File: src/rtl/flexbex_bus_pkg.sv
// Shared types and default address map for the data-side bus bridge.
package flexbex_bus_pkg;

    // Bridge FSM states.
    typedef enum logic [2:0] {
        StIdle       = 3'd0,
        StSramResp   = 3'd1,
        StPeriphWait = 3'd2,
        StPeriphResp = 3'd3,
        StErrResp    = 3'd4
    } bridge_state_e;

    // Target region of a decoded byte address.
    typedef enum logic [1:0] {
        REGION_SRAM   = 2'd0,
        REGION_PERIPH = 2'd1,
        REGION_ERR    = 2'd2
    } region_e;

    // Default address map.
    localparam int unsigned DefaultSramAw     = 12;
    localparam logic [31:0] DefaultSramBase   = 32'h0000_0000;
    localparam int unsigned DefaultPeriphAw   = 16;
    localparam logic [31:0] DefaultPeriphBase = 32'h1000_0000;
    localparam int unsigned DefaultTimeout    = 255;

    // Width of the peripheral wait counter.
    localparam int unsigned TimeoutCntW = 10;

    // States that present a response to the LSU.
    function automatic logic is_resp_state(bridge_state_e s);
        return (s == StSramResp) || (s == StPeriphResp) || (s == StErrResp);
    endfunction

endpackage

File: src/rtl/flexbex_bus_addr_decode.sv
// Combinational byte-address to region decode. SRAM wins if the windows overlap.
module flexbex_bus_addr_decode
    import flexbex_bus_pkg::*;
#(
    parameter int unsigned SRAM_AW     = DefaultSramAw,
    parameter logic [31:0] SRAM_BASE   = DefaultSramBase,
    parameter int unsigned PERIPH_AW   = DefaultPeriphAw,
    parameter logic [31:0] PERIPH_BASE = DefaultPeriphBase
) (
    input  logic [31:0] addr,
    output region_e     region
);

    // SRAM window is 4 * 2^SRAM_AW bytes, so compare above the word and index bits.
    localparam int unsigned SramShift = SRAM_AW + 2;

    logic sram_hit;
    logic periph_hit;

    assign sram_hit   = (addr >> SramShift) == (SRAM_BASE >> SramShift);
    assign periph_hit = (addr >> PERIPH_AW) == (PERIPH_BASE >> PERIPH_AW);

    // Priority select of the hit region.
    always_comb begin
        region = REGION_ERR;
        if (sram_hit) begin
            region = REGION_SRAM;
        end else if (periph_hit) begin
            region = REGION_PERIPH;
        end
    end

endmodule

File: src/rtl/flexbex_data_bus_bridge.sv
// LSU data bus bridge: routes req/gnt/rvalid transactions to a synchronous SRAM,
// a ready/ack peripheral port, or an error responder. One transaction in flight;
// a new request may be granted in the same cycle as the previous response.
module flexbex_data_bus_bridge
    import flexbex_bus_pkg::*;
#(
    parameter int unsigned SRAM_AW     = DefaultSramAw,
    parameter logic [31:0] SRAM_BASE   = DefaultSramBase,
    parameter int unsigned PERIPH_AW   = DefaultPeriphAw,
    parameter logic [31:0] PERIPH_BASE = DefaultPeriphBase,
    parameter int unsigned TIMEOUT     = DefaultTimeout
) (
    input  logic               clk,
    input  logic               rst_n,

    input  logic               data_req_i,
    output logic               data_gnt_o,
    output logic               data_rvalid_o,
    output logic               data_err_o,
    input  logic [31:0]        data_addr_i,
    input  logic               data_we_i,
    input  logic [3:0]         data_be_i,
    input  logic [31:0]        data_wdata_i,
    output logic [31:0]        data_rdata_o,

    output logic               mem_en_o,
    output logic               mem_we_o,
    output logic [3:0]         mem_be_o,
    output logic [SRAM_AW-1:0] mem_addr_o,
    output logic [31:0]        mem_wdata_o,
    input  logic [31:0]        mem_rdata_i,

    output logic               periph_req_o,
    output logic               periph_we_o,
    output logic [3:0]         periph_be_o,
    output logic [31:0]        periph_addr_o,
    output logic [31:0]        periph_wdata_o,
    input  logic               periph_ack_i,
    input  logic [31:0]        periph_rdata_i
);

    localparam logic [TimeoutCntW-1:0] TimeoutCnt = TimeoutCntW'(TIMEOUT);
    localparam logic [TimeoutCntW-1:0] CntMax     = '1;

    bridge_state_e          state_q;
    region_e                region;
    logic                   gnt;
    logic                   resp_we_q;
    logic [31:0]            rdata_q;
    logic [TimeoutCntW-1:0] cnt_q;

    flexbex_bus_addr_decode #(
        .SRAM_AW     (SRAM_AW),
        .SRAM_BASE   (SRAM_BASE),
        .PERIPH_AW   (PERIPH_AW),
        .PERIPH_BASE (PERIPH_BASE)
    ) u_addr_decode (
        .addr   (data_addr_i),
        .region (region)
    );

    // Accept whenever no peripheral access is pending.
    assign gnt        = data_req_i & (state_q != StPeriphWait);
    assign data_gnt_o = gnt;

    // SRAM is driven straight from the request in the grant cycle; enable is
    // masked while reset is asserted.
    assign mem_en_o    = gnt & (region == REGION_SRAM) & rst_n;
    assign mem_we_o    = data_we_i;
    assign mem_be_o    = data_be_i;
    assign mem_addr_o  = data_addr_i[SRAM_AW+1:2];
    assign mem_wdata_o = data_wdata_i;

    assign data_rvalid_o = is_resp_state(state_q);
    assign data_err_o    = (state_q == StErrResp);

    // Load data mux; store and error responses return zero.
    always_comb begin
        data_rdata_o = 32'h0;
        if (!resp_we_q) begin
            if (state_q == StSramResp) begin
                data_rdata_o = mem_rdata_i;
            end else if (state_q == StPeriphResp) begin
                data_rdata_o = rdata_q;
            end
        end
    end

    // Bridge FSM with registered peripheral request, payload, capture and wait counter.
    always_ff @(posedge clk or negedge rst_n) begin
        if (!rst_n) begin
            state_q        <= StIdle;
            resp_we_q      <= 1'b0;
            rdata_q        <= 32'h0;
            cnt_q          <= '0;
            periph_req_o   <= 1'b0;
            periph_we_o    <= 1'b0;
            periph_be_o    <= 4'h0;
            periph_addr_o  <= 32'h0;
            periph_wdata_o <= 32'h0;
        end else begin
            if (state_q == StPeriphWait) begin
                // Ack is checked first so it wins over a timeout in the same cycle.
                if (periph_ack_i) begin
                    rdata_q      <= periph_rdata_i;
                    periph_req_o <= 1'b0;
                    state_q      <= StPeriphResp;
                end else if (cnt_q == TimeoutCnt) begin
                    periph_req_o <= 1'b0;
                    state_q      <= StErrResp;
                end else if (cnt_q != CntMax) begin
                    cnt_q <= cnt_q + 1'b1;
                end
            end else if (gnt) begin
                resp_we_q <= data_we_i;
                unique case (region)
                    REGION_SRAM: begin
                        state_q <= StSramResp;
                    end
                    REGION_PERIPH: begin
                        periph_req_o   <= 1'b1;
                        periph_we_o    <= data_we_i;
                        periph_be_o    <= data_be_i;
                        periph_addr_o  <= {data_addr_i[31:2], 2'b00};
                        periph_wdata_o <= data_wdata_i;
                        cnt_q          <= '0;
                        state_q        <= StPeriphWait;
                    end
                    default: begin
                        state_q <= StErrResp;
                    end
                endcase
            end else begin
                state_q <= StIdle;
            end
        end
    end

endmodule

File: config.mk
export PLATFORM = sky130hd
export DESIGN_NAME = flexbex_data_bus_bridge
export DESIGN_NICKNAME = d
export VERILOG_FILES = /design/src/rtl/flexbex_bus_pkg.sv /design/src/rtl/flexbex_bus_addr_decode.sv /design/src/rtl/flexbex_data_bus_bridge.sv
export SDC_FILE = /design/constraint.sdc
export NUM_CORES = 1
export LEC_CHECK = 0
export CORE_ASPECT_RATIO = 1.4
export CORE_MARGIN = 2
export CORE_UTILIZATION = 35
export CTS_CLUSTER_DIAMETER = 120
export DETAILED_ROUTE_END_ITERATION = 6
export PLACE_DENSITY_LB_ADDON = 0.1
export SETUP_SLACK_MARGIN = 0.4
export SLEW_MARGIN = 0
export SYNTH_ARGS = -nofsm -noshare
export SYNTH_HDL_FRONTEND = slang
export SYNTH_HIERARCHICAL = 1
export SYNTH_SLANG_ARGS = --single-unit
File: constraint.sdc
create_clock -name clk -period 2.07 [get_ports clk]
set_input_delay 0.5175 -clock clk [delete_from_list [all_inputs] [get_ports clk]]
set_output_delay 0.5175 -clock clk [all_outputs]
set_load 0.005 [all_outputs]
==> summary.md, run 1 <==
| Metric | Value |
|---|---|
| CP Capture Type | `primary output` |
| Area leader, netlist | `dfrtp_1` |
| Crit path setup slack, layout | `-0.350 ns` |
| Combinational power share | `10.9%` |
| First-pass GRT wire length | `approximately 28 mm` |
| Final #Nets | `938` |
| Reg clk slew, reported paths | `around 0.050 ns` |
| Synth unique cells | `39` |
| Core Util, Final | `between 70 and 80%` |
| Failing checks | `negative setup slack` |
| Worst-margin pin slew | `about 0.84 ns` |
| Power density cells | `approximately 560 mW/mm2` |
| Antenna violations before repair | `0` |
| Sink Count | `between 100 and 150` |
| DRT Pass-1 Iters | `4` |
| Max Fclk | `around 0.41 GHz` |
| Die Y | `150 um` |
| Max cap viols | `0` |
| Number of global-route vias before repair | `between 5,000 and 6,000` |
| Total number of vias | `~5,000` |
| Critical path arrival | `around 1.9 ns` |
| Yosys reg bits | `between 100 and 150` |
| DRT iter0 DRCs | `about 190` |
| Sequential area share after synthesis | `about 53%` |
| Final setup vio count | `around 140` |
| Post-route ant nets | `0` |
| CP Max Fanout | `8` |
| Synth area leaders | `dfrtp_1, mux2_2, buf_4` |
| Outcome | `finished with violations` |
| Initial core utilization | `35.6%` |
| Overflow after GRT | `0` |
| Input/output buffers | `about 290` |
| Share of layout cells above drive strength 1 | `around 52%` |
| FILL cells | `between 1,000 and 1,500` |
| R2R depth | `8` |
| DP Wirelength | `11.5 mm` |
| Htree depth | `4` |
| Final Hold Vio Count | `0` |
| Crit Path Category | `flop to primary output` |
| Sw power | `1.33 mW` |
| VDD IR max | `~0.00046 V` |
| Pin count of the biggest net entering global routing | `64` |
| Worst hold slack | `approximately 0.32 ns` |
| All-layer global routing usage | `a little under a quarter` |
| Pint | `approximately 4.7 mW` |
| DR vias/cell | `4.97` |
| RSZ-0062 raised after global routing | `yes` |
| Asr flop ratio synth | `100%` |
| CTS root buffer | `clkbuf_16` |
| Gpl congestion | `between 0.7 and 0.8` |
| ANT cells | `0` |
| Residual DRC | `0` |
| Top_reg_cell synth | `dfrtp_1` |
| Routed WL per cell | `~20 um` |
| Core area | `about 0.015 mm2` |
| Die Wd | `~110 um` |
| FP Rows | `53` |
| Post-route minimum period | `approximately 2.4 ns` |
| Synthesized area per cell | `12.1 um2` |
| Die Area | `0.0163 mm2` |
| Clock power frac | `between 40% and 50%` |
| EDFF count, synth | `0` |
| WL final | `a little over 20 mm` |
| Post-Syn Instances | `roughly 440` |
| TritonCTS clock tree | `done` |
| Final worst path period share | `117%` |
| Switching share of power | `around 22%` |
| Hold_buf cts | `0` |
| Warnings from Yosys | `6` |
| Post-synth top area share | `a little over half` |
| Mapped cell area | `about 0.0053 mm2` |
| Clock skew | `about 0.0071 ns` |
| Type of origin of the critical path | `flop` |
| CTS Buf Count | `17` |
| Clock buffer depth | `2` |
| Area growth, synth to finish | `103%` |
| Skew-Pair Late Insertion Delay | `about 0.41 ns` |
| Crit path required time | `approximately 1.6 ns` |
| LEAKAGE | `approximately 5.7 nW` |
| Max-slew violation count | `0` |
| HP Class | `input port to asynchronous set/reset pin` |
| Max_slew headroom | `approximately 44%` |
| Seq pwr share | `39.7%` |
| Ports | `between 200 and 300` |
power groups by stage:
stage | clock network (mW) | registers [mW] | logic (mW)
after floorplan | 0 | 2.40 | 0.207
after global placement | 0 | 2.42 | 0.615
after detailed placement | 0 | 2.42 | 0.624
after CTS | 3.06 | 2.40 | 0.600
after global routing | 3.17 | 2.42 | 0.711
final | 3.00 | 2.41 | 0.661
worst paths after layout:
path | startpoint | endpoint | slack [ns]
worst min register to register | periph_req_o$_DFFE_PN0P_ | periph_req_o$_DFFE_PN0P_ | 0.47
worst min-delay path | rst_n | periph_addr_o[15]$_DFFE_PN0P_ | 0.32
worst max-delay path | state_q[2]$_DFFE_PN0P_ | data_rdata_o[18] | -0.35
worst max register to register | state_q[2]$_DFFE_PN0P_ | cnt_q[9]$_DFFE_PN0P_ | -0.20
max in group asynchronous | rst_n | periph_addr_o[10]$_DFFE_PN0P_ | 0.79
min in group clk | data_addr_i[23] | periph_addr_o[23]$_DFFE_PN0P_ | 0.35
metal layers:
layer | wire length (um) | share of wire, % | global-route usage [%]
met5 | 0 | 0 | 0
met4 | 604 | 3.0 | 8.53
met3 | 1710 | 8.4 | 8.41
met2 | 10900 | 54 | 42.6
met1 | 7100 | 35 | 24.0
synth_stat cells, drive strengths merged (2+ instances only):
| cell type | n |
|---|---|
| nor4 | 5 |
| nor2 | 45 |
| a31oi | 3 |
| inv | 6 |
| clkbuf | 19 |
| nand4 | 3 |
| nand3 | 4 |
| o21ai | 6 |
| and3 | 2 |
| nand2 | 8 |
| dfrtp | 114 |
| buf | 59 |
| o31ai | 10 |
| mux2 | 101 |
| nand2b | 2 |
| or3 | 2 |
| nor3 | 3 |
| a21oi | 2 |
| a22oi | 32 |
critical path, cell delays in order (launching register included):
cell      delay (ns)
dfrtp_1         0.37
nand2b_4        0.16
buf_6           0.12
nor2_4          0.14
buf_6           0.14
buf_12          0.10
buf_16          0.13
a22oi_2         0.06
nor2_1          0.13
buf_2           0.14
state kept, by name, indices dropped and copies added (netlist names):
register and cells:
periph_wdata_o 32, rdata_q 32, periph_addr_o 30, cnt_q 10, periph_be_o 4, state_q 3, periph_req_o 1, periph_we_o 1
resp_we_q 1
layout make-up:
type | instances | area, um2 | share of cell area [%]
timing repair buffer | 417 | 4390 | 40.5
sequential | 114 | 2850 | 26.3
clock inverter | 9 | 130 | 1.20
clock buffer | 21 | 480 | 4.43
multi-input combinational | 244 | 2720 | 25.1
inverter | 6 | 22.5 | 0.208
tap | 192 | 240 | 2.22
placed cells by master (no fill, tap or decap), types with 5 or more instances in the layout:
| master | count |
|---|---|
| a22oi_2 | 32 |
| buf_12 | 20 |
| buf_16 | 18 |
| buf_2 | 55 |
| buf_4 | 54 |
| buf_6 | 37 |
| buf_8 | 6 |
| clkbuf_16 | 17 |
| clkdlybuf4s15_2 | 33 |
| clkdlybuf4s50_1 | 79 |
| dfrtp_1 | 114 |
| dlygate4sd2_1 | 75 |
| dlymetal6s2s_1 | 37 |
| inv_1 | 6 |
| mux2_4 | 101 |
| nand2_1 | 5 |
| nor2_1 | 39 |
| o31ai_2 | 5 |
cell families after synthesis:
kind of cell	count (synthesis)	share of synthesized area, %
flops	114	53.5
mux	101	21.4
buf+inv	84	9.67
simple gates	79	6.92
compound gates	60	8.05
fa+ha+maj	1	0.235
other cells	1	0.0703
xor+xnor	1	0.164
through the flow:
| step | instances | power, mW | setup WS [ns] | cell area (um2) | TNS [ns] |
|---|---|---|---|---|---|
| 6_report | 1003 | 6.08 | -0.350 | 10800 | -30.73 |
| 5_1_grt | 1003 | 6.31 | -0.412 | 10800 | -37.73 |
| 4_1_cts | 967 | 6.06 | -0.318 | 10100 | -21.31 |
| 3_5_place_dp | 888 | 3.05 | -1.09 | 8450 | -80.70 |
| 3_3_place_gp | 888 | 3.03 | -1.04 | 8450 | -76.25 |
| 2_1_floorplan | 442 | 2.61 | -0.213 | 5490 | -13.29 |
repair_timing:
item                                    4_1_cts  5_1_grt
resized for setup                           526      158
setup buffers                                31       36
endpoints found under the setup margin      265      237
pin swaps                                    33       38
gates cloned                                 18        0
No activity file was read; power rests on OpenSTA's default activity.
==> run 2, diff against run 1 <==
--- a/config.mk
+++ b/config.mk
@@ -12,6 +12,7 @@
 export DETAILED_ROUTE_END_ITERATION = 6
 export PLACE_DENSITY_LB_ADDON = 0.1
 export SETUP_SLACK_MARGIN = 0.4
+export SKIP_LAST_GASP = 1
 export SLEW_MARGIN = 0
 export SYNTH_ARGS = -nofsm -noshare
 export SYNTH_HDL_FRONTEND = slang
==> run 2 against run 1 <==
The flow still finishes with violations (negative setup slack). Power shrank 0.85%. Sequential power is essentially flat. Sequential share of layout area grew 0.22 points. Routed wire length shrank 2.7%. Combinational power shrank 4.8%. First-iteration DRC count grew 3.7%. Global-route usage shrank 0.080 points. Clock power is essentially flat.
==> summary.md, run 2 (synthesis results as in run 1) <==
| Metric | Value |
|---|---|
| Outcome | `finished with violations` |
| Failing checks | `negative setup slack` |
| Post-route ant nets | `0` |
| Switching share of power | `a little over a fifth` |
| Residual DRC | `0` |
| DP Wirelength | `~11 mm` |
| Antenna violations before repair | `0` |
| Clock power frac | `between 40% and 50%` |
| RSZ-0062 raised after global routing | `yes` |
| Skew-Pair Late Insertion Delay | `roughly 0.41 ns` |
| Worst setup startpoint | `state_q[2]$_DFFE_PN0P_` |
| HP Class | `input port to asynchronous set/reset pin` |
| Combinational power share | `between 10% and 20%` |
| FILL cells | `around 1,100` |
| Max-slew violation count | `0` |
| Worst hold slack | `0.318 ns` |
| Routed WL per cell | `~20 um` |
| CP Max Fanout | `16` |
| Final worst path period share | `117%` |
| LEAKAGE | `between 6 and 7 nW` |
| ANT cells | `0` |
| Sink Count | `about 110` |
| All-layer global routing usage | `23.2%` |
| Sw power | `1.30 mW` |
| FF-to-FF End | `cnt_q[9]$_DFFE_PN0P_` |
| WL final | `~20 mm` |
| Clock buffer depth | `2` |
| CP Capture Type | `primary output` |
| Type of origin of the critical path | `flop` |
| First-pass GRT wire length | `around 28 mm` |
| CTS root buffer | `clkbuf_16` |
| Total number of vias | `4,900` |
| DR vias/cell | `4.95` |
| Crit path setup slack, layout | `-0.349 ns` |
| Worst-margin pin slew | `around 0.84 ns` |
| DRT iter0 DRCs | `about 200` |
| R2R depth | `8` |
| Most frequent cells in the layout | `dfrtp_1, mux2_4, clkdlybuf4s50_1, dlymetal6s2s_1, buf_4` |
| Biggest regs | `periph_wdata_o x32, rdata_q x32, periph_addr_o x30` |
| Die Wd | `approximately 110 um` |
| Ports | `a little under 300` |
| Critical path arrival | `1.90 ns` |
| CTS Buf Count | `17` |
| Max_slew headroom | `between 40 and 50%` |
| DRT Pass-1 Iters | `4` |
| Commonest non-fill, non-tap cell in the layout | `dfrtp_1` |
| Input/output buffers | `287` |
| Max Fclk | `0.413 GHz` |
| Pin count of the biggest net entering global routing | `64` |
| Reg clk slew, reported paths | `0.05 ns` |
| Post-route minimum period | `between 2 and 2.5 ns` |
| Final Hold Vio Count | `0` |
| Crit Path Category | `flop to primary output` |
| Overflow after GRT | `0` |
| Power density cells | `~560 mW/mm2` |
| Max cap viols | `0` |
| Htree depth | `4` |
| Final #Nets | `around 920` |
| Crit path required time | `1.55 ns` |
| Core area | `about 0.015 mm2` |
| Share of layout cells above drive strength 1 | `approximately 48%` |
| Initial core utilization | `roughly 36%` |
| R2r startpoint | `state_q[2]$_DFFE_PN0P_` |
| Pint | `about 4.7 mW` |
| Total Power | `roughly 6.0 mW` |
| Final setup vio count | `139` |
| Area growth, synth to finish | `101%` |
| Die Y | `between 150 and 200 um` |
| Reg2Reg Setup Slack | `-0.19 ns` |
| Seq pwr share | `around 40%` |
| Number of global-route vias before repair | `about 5,200` |
| TritonCTS clock tree | `done` |
| Die Area | `0.0163 mm2` |
| Clock skew | `roughly 0.0086 ns` |
| VDD IR max | `between 0.0004 and 0.0005 V` |
| Gpl congestion | `~0.76` |
| FP Rows | `53` |
| Hold_buf cts | `0` |
[run 2: cell count changes in the layout (fill, tap and decap cells not counted), sizes merged]
cell and delta:
dlymetal6s2s +32, clkdlybuf4s15 +11, buf -29, clkbuf +1, dlygate4sd2 -29
[run 2: metrics by stage]
stage | utilization [%] | std cells | worst slack, ns | instance area, um2 | TNS, ns
after global placement | 56.4 | 888 | -1.04 | 8450 | -76.25
after floorplan | - | 442 | -0.213 | 5490 | -13.29
after detailed placement | 56.4 | 888 | -1.09 | 8450 | -80.70
after CTS | 67.6 | 967 | -0.318 | 10100 | -21.96
final | 71.7 | 989 | -0.349 | 10700 | -30.21
after global routing | 71.7 | 989 | -0.445 | 10700 | -39.55
[run 2: area by class of cell]
type | instances | area, um2 | share of cell area [%]
Timing Repair Buffer | 403 | 4420 | 41.1
Clock inverter | 9 | 130 | 1.21
Clock buffer | 21 | 480 | 4.47
Sequential cell | 114 | 2850 | 26.6
Inverter | 6 | 22.5 | 0.210
Multi-Input combinational cell | 244 | 2600 | 24.2
Tap cell | 192 | 240 | 2.24
[run 2: what timing repair did]
item                                    CTS  global route
gates cloned                             18             0
resized for setup                       475           135
buffers inserted                         31            22
endpoints found under the setup margin  265           269
pin swaps                                32            19
[run 2: critical path: stages, from the launching register on]
cell and delay, ns:
dfrtp_1 0.37, nand2b_4 0.16, buf_6 0.12, nor2_4 0.21, buf_12 0.20, a22oi_1 0.09, nor2_1 0.12, clkdlybuf4s15_1 0.23
[run 2: layer usage]
layer	GRT usage, %	up-vias	wire length, um
met5	0	-	0
met4	7.44	0	453
met3	8.19	30	1660
met2	42.9	246	10700
met1	24.1	2408	6890
li1	-	2216	-
[run 2: how the worst max path moves through the flow]
| stage | end | cells past startpoint |
|---|---|---|
| finish | data_rdata_o[15] | 7 |
| global route | data_rdata_o[15] | 7 |
| CTS | data_rdata_o[21] | 8 |
| detailed placement | cnt_q[6]$_DFFE_PN0P_ | 9 |
| global placement | mem_en_o | 6 |
| floorplan | cnt_q[4]$_DFFE_PN0P_ | 8 |
[run 2: power by group through the flow]
stage / clock network (mW) / logic (mW) / registers (mW)
detailed placement: 0 / 0.624 / 2.42
floorplan: 0 / 0.207 / 2.40
finish: 2.99 / 0.629 / 2.41
global placement: 0 / 0.615 / 2.42
global route: 3.18 / 0.677 / 2.42
CTS: 3.06 / 0.597 / 2.39
==> run 3, diff against run 2 <==
--- a/config.mk
+++ b/config.mk
@@ -7,7 +7,7 @@
 export LEC_CHECK = 0
 export CORE_ASPECT_RATIO = 1.4
 export CORE_MARGIN = 2
-export CORE_UTILIZATION = 35
+export CORE_UTILIZATION = 42
 export CTS_CLUSTER_DIAMETER = 120
 export DETAILED_ROUTE_END_ITERATION = 6
 export PLACE_DENSITY_LB_ADDON = 0.1
==> constraint.sdc (replaced) <==
create_clock -name clk -period 3.1 [get_ports clk]
set_input_delay 0.775 -clock clk [delete_from_list [all_inputs] [get_ports clk]]
set_output_delay 0.775 -clock clk [all_outputs]
set_load 0.005 [all_outputs]
==> run 3 against run 2 <==
The run now ends clean. Non-clock buffer count down 87. Critical path depth down 1. Global-route usage rose by 0.89 points. Clock power shrank 33%. Critical endpoint is now mem_en_o. Largest cell class unchanged. Largest power group unchanged. Highest routed layer unchanged.
==> summary.md, run 3 (synthesis results as in run 1) <==
| Metric | Value |
|---|---|
| Outcome | `completed` |
| R2r startpoint | `state_q[0]$_DFFE_PN0P_` |
| Hold_buf cts | `0` |
| Gpl congestion | `approximately 0.8` |
| Input/output buffers | `between 200 and 300` |
| Biggest regs | `periph_wdata_o x32, rdata_q x32, periph_addr_o x30` |
| Antenna violations before repair | `0` |
| Post-route minimum period | `between 2 and 3 ns` |
| Power density cells | `~450 mW/mm2` |
| Worst-margin pin slew | `0.843 ns` |
| CTS Buf Count | `17` |
| Overflow after GRT | `0` |
| VDD IR max | `0.000381 V` |
| Worst hold slack | `approximately 0.49 ns` |
| DP Wirelength | `~12 mm` |
| Share of layout cells above drive strength 1 | `around a quarter` |
| DR vias/cell | `approximately 5.1` |
| Most frequent cells in the layout | `clkdlybuf4s50_1, dfrtp_1, mux2_2, nor2_1, dlygate4sd2_1` |
| Clock buffer depth | `2` |
| Total number of vias | `4,437` |
| ANT cells | `0` |
| Final worst path period share | `just over 90%` |
| CTS root buffer | `clkbuf_16` |
| DRT Pass-1 Iters | `4` |
| Htree depth | `4` |
| Commonest non-fill, non-tap cell in the layout | `clkdlybuf4s50_1` |
| Skew-Pair Late Insertion Delay | `0.40 ns` |
| CP Max Fanout | `2` |
| TritonCTS clock tree | `done` |
| Initial core utilization | `43.1%` |
| Post-Place Cells | `slightly above 800` |
| Routed WL per cell | `around 19 um` |
| Die Wd | `approximately 100 um` |
| Max_slew headroom | `approximately 44%` |
| Ports | `about 290` |
| Final instance area | `0.00893 mm2` |
| FP Rows | `48` |
| DRT iter0 DRCs | `between 100 and 150` |
| CP Capture Type | `primary output` |
| Most Crowded Layer GR | `met2` |
| Critical path arrival | `~2.1 ns` |
| Clock skew | `0.00456 ns` |
| Pin count of the biggest net entering global routing | `approximately 70` |
| Crit Path Category | `input port to primary output` |
| Final Hold Vio Count | `0` |
| All-layer global routing usage | `24.1%` |
| Final #Nets | `around 840` |
| Max cap viols | `0` |
| Sink Count | `between 100 and 150` |
| Die Y | `around 140 um` |
| Hold Startpoint | `periph_req_o$_DFFE_PN0P_` |
| Type of origin of the critical path | `input port` |
| Post-route ant nets | `0` |
| Worst setup startpoint | `data_addr_i[23]` |
| Residual DRC | `0` |
| Area growth, synth to finish | `67.4%` |
| Number of global-route vias before repair | `~4,800` |
| Reg clk slew, reported paths | `approximately 0.05 ns` |
| WL final | `approximately 16 mm` |
| Final setup vio count | `0` |
| Placed cell area | `approximately 0.0081 mm2` |
| LEAKAGE | `just over 4 nW` |
| Met3 usage | `under 10%` |
| Die Area | `0.0136 mm2` |
| Core area | `0.0124 mm2` |
| RSZ-0062 raised after global routing | `yes` |
| M2 GR Usage | `roughly 42%` |
| Max-slew violation count | `0` |
| Crit path required time | `2.32 ns` |
| HP Class | `flop to flop` |
| First-pass GRT wire length | `25.1 mm` |
| Met1 Usage GRT | `around a quarter` |
| Post-Layout Cell Count | `roughly 860` |
| Max Fclk | `~0.35 GHz` |
-- run 3: repair_timing --
action,in CTS,in global routing
setup endpoints to repair,111,62
setup buffers,5,3
pin swaps,7,10
endpoints found under the hold margin,0,0
gates resized for setup,76,29
cloned,3,1
-- run 3: routing by layer --
metal	up-vias	part of all wire [%]
met4	0	2.2
met5	-	0
met1	2135	36
met3	23	9.3
met2	245	53
li1	2034	-
-- run 3: per-stage QoR --
stage / setup WS (ns) / TNS, ns / total power [mW] / util, %
2_1_floorplan: 0.426 / 0 / 1.74 / -
3_3_place_gp: -0.579 / -18.27 / 2.00 / 65.2
3_5_place_dp: -0.589 / -20.08 / 2.01 / 65.2
4_1_cts: 0.189 / 0 / 4.03 / 71.3
5_1_grt: 0.121 / 0 / 4.15 / 72.1
6_report: 0.224 / 0 / 3.99 / 72.1
-- run 3: layout make-up --
cell class	count	area, um2
clock buffers	23	488
fillers	919	3450
inverters	6	22.5
flip-flops and latches	114	2850
well taps	150	188
repair buffers	316	3170
clock inverters	9	128
multi-input cells	244	2080
-- run 3: path summary, 6_finish.rpt --
check / end / slack, ns / cells after the start
hold / removal: periph_req_o$_DFFE_PN0P_ / 0.49 / 1
setup reg to reg: cnt_q[4]$_DFFE_PN0P_ / 0.85 / 7
min in group asynchronous: state_q[0]$_DFFE_PN0P_ / 0.58 / 2
hold reg to reg: periph_req_o$_DFFE_PN0P_ / 0.49 / 1
setup / recovery: mem_en_o / 0.22 / 6
max in group asynchronous: periph_addr_o[25]$_DFFE_PN0P_ / 1.37 / 3
-- run 3: critical path, cell delays in order --
cell	delay (ns)
dlygate4sd2_1	0.25
nor4_2	0.28
nand4_1	0.17
o21bai_4	0.22
nor4b_2	0.25
buf_2	0.16
-- run 3: power breakdown --
group / internal [mW] / switching (mW)
Clock: 1.34 / 0.654
Sequential: 1.55 / 0.0500
Combinational: 0.255 / 0.132
Total: 3.15 / 0.837
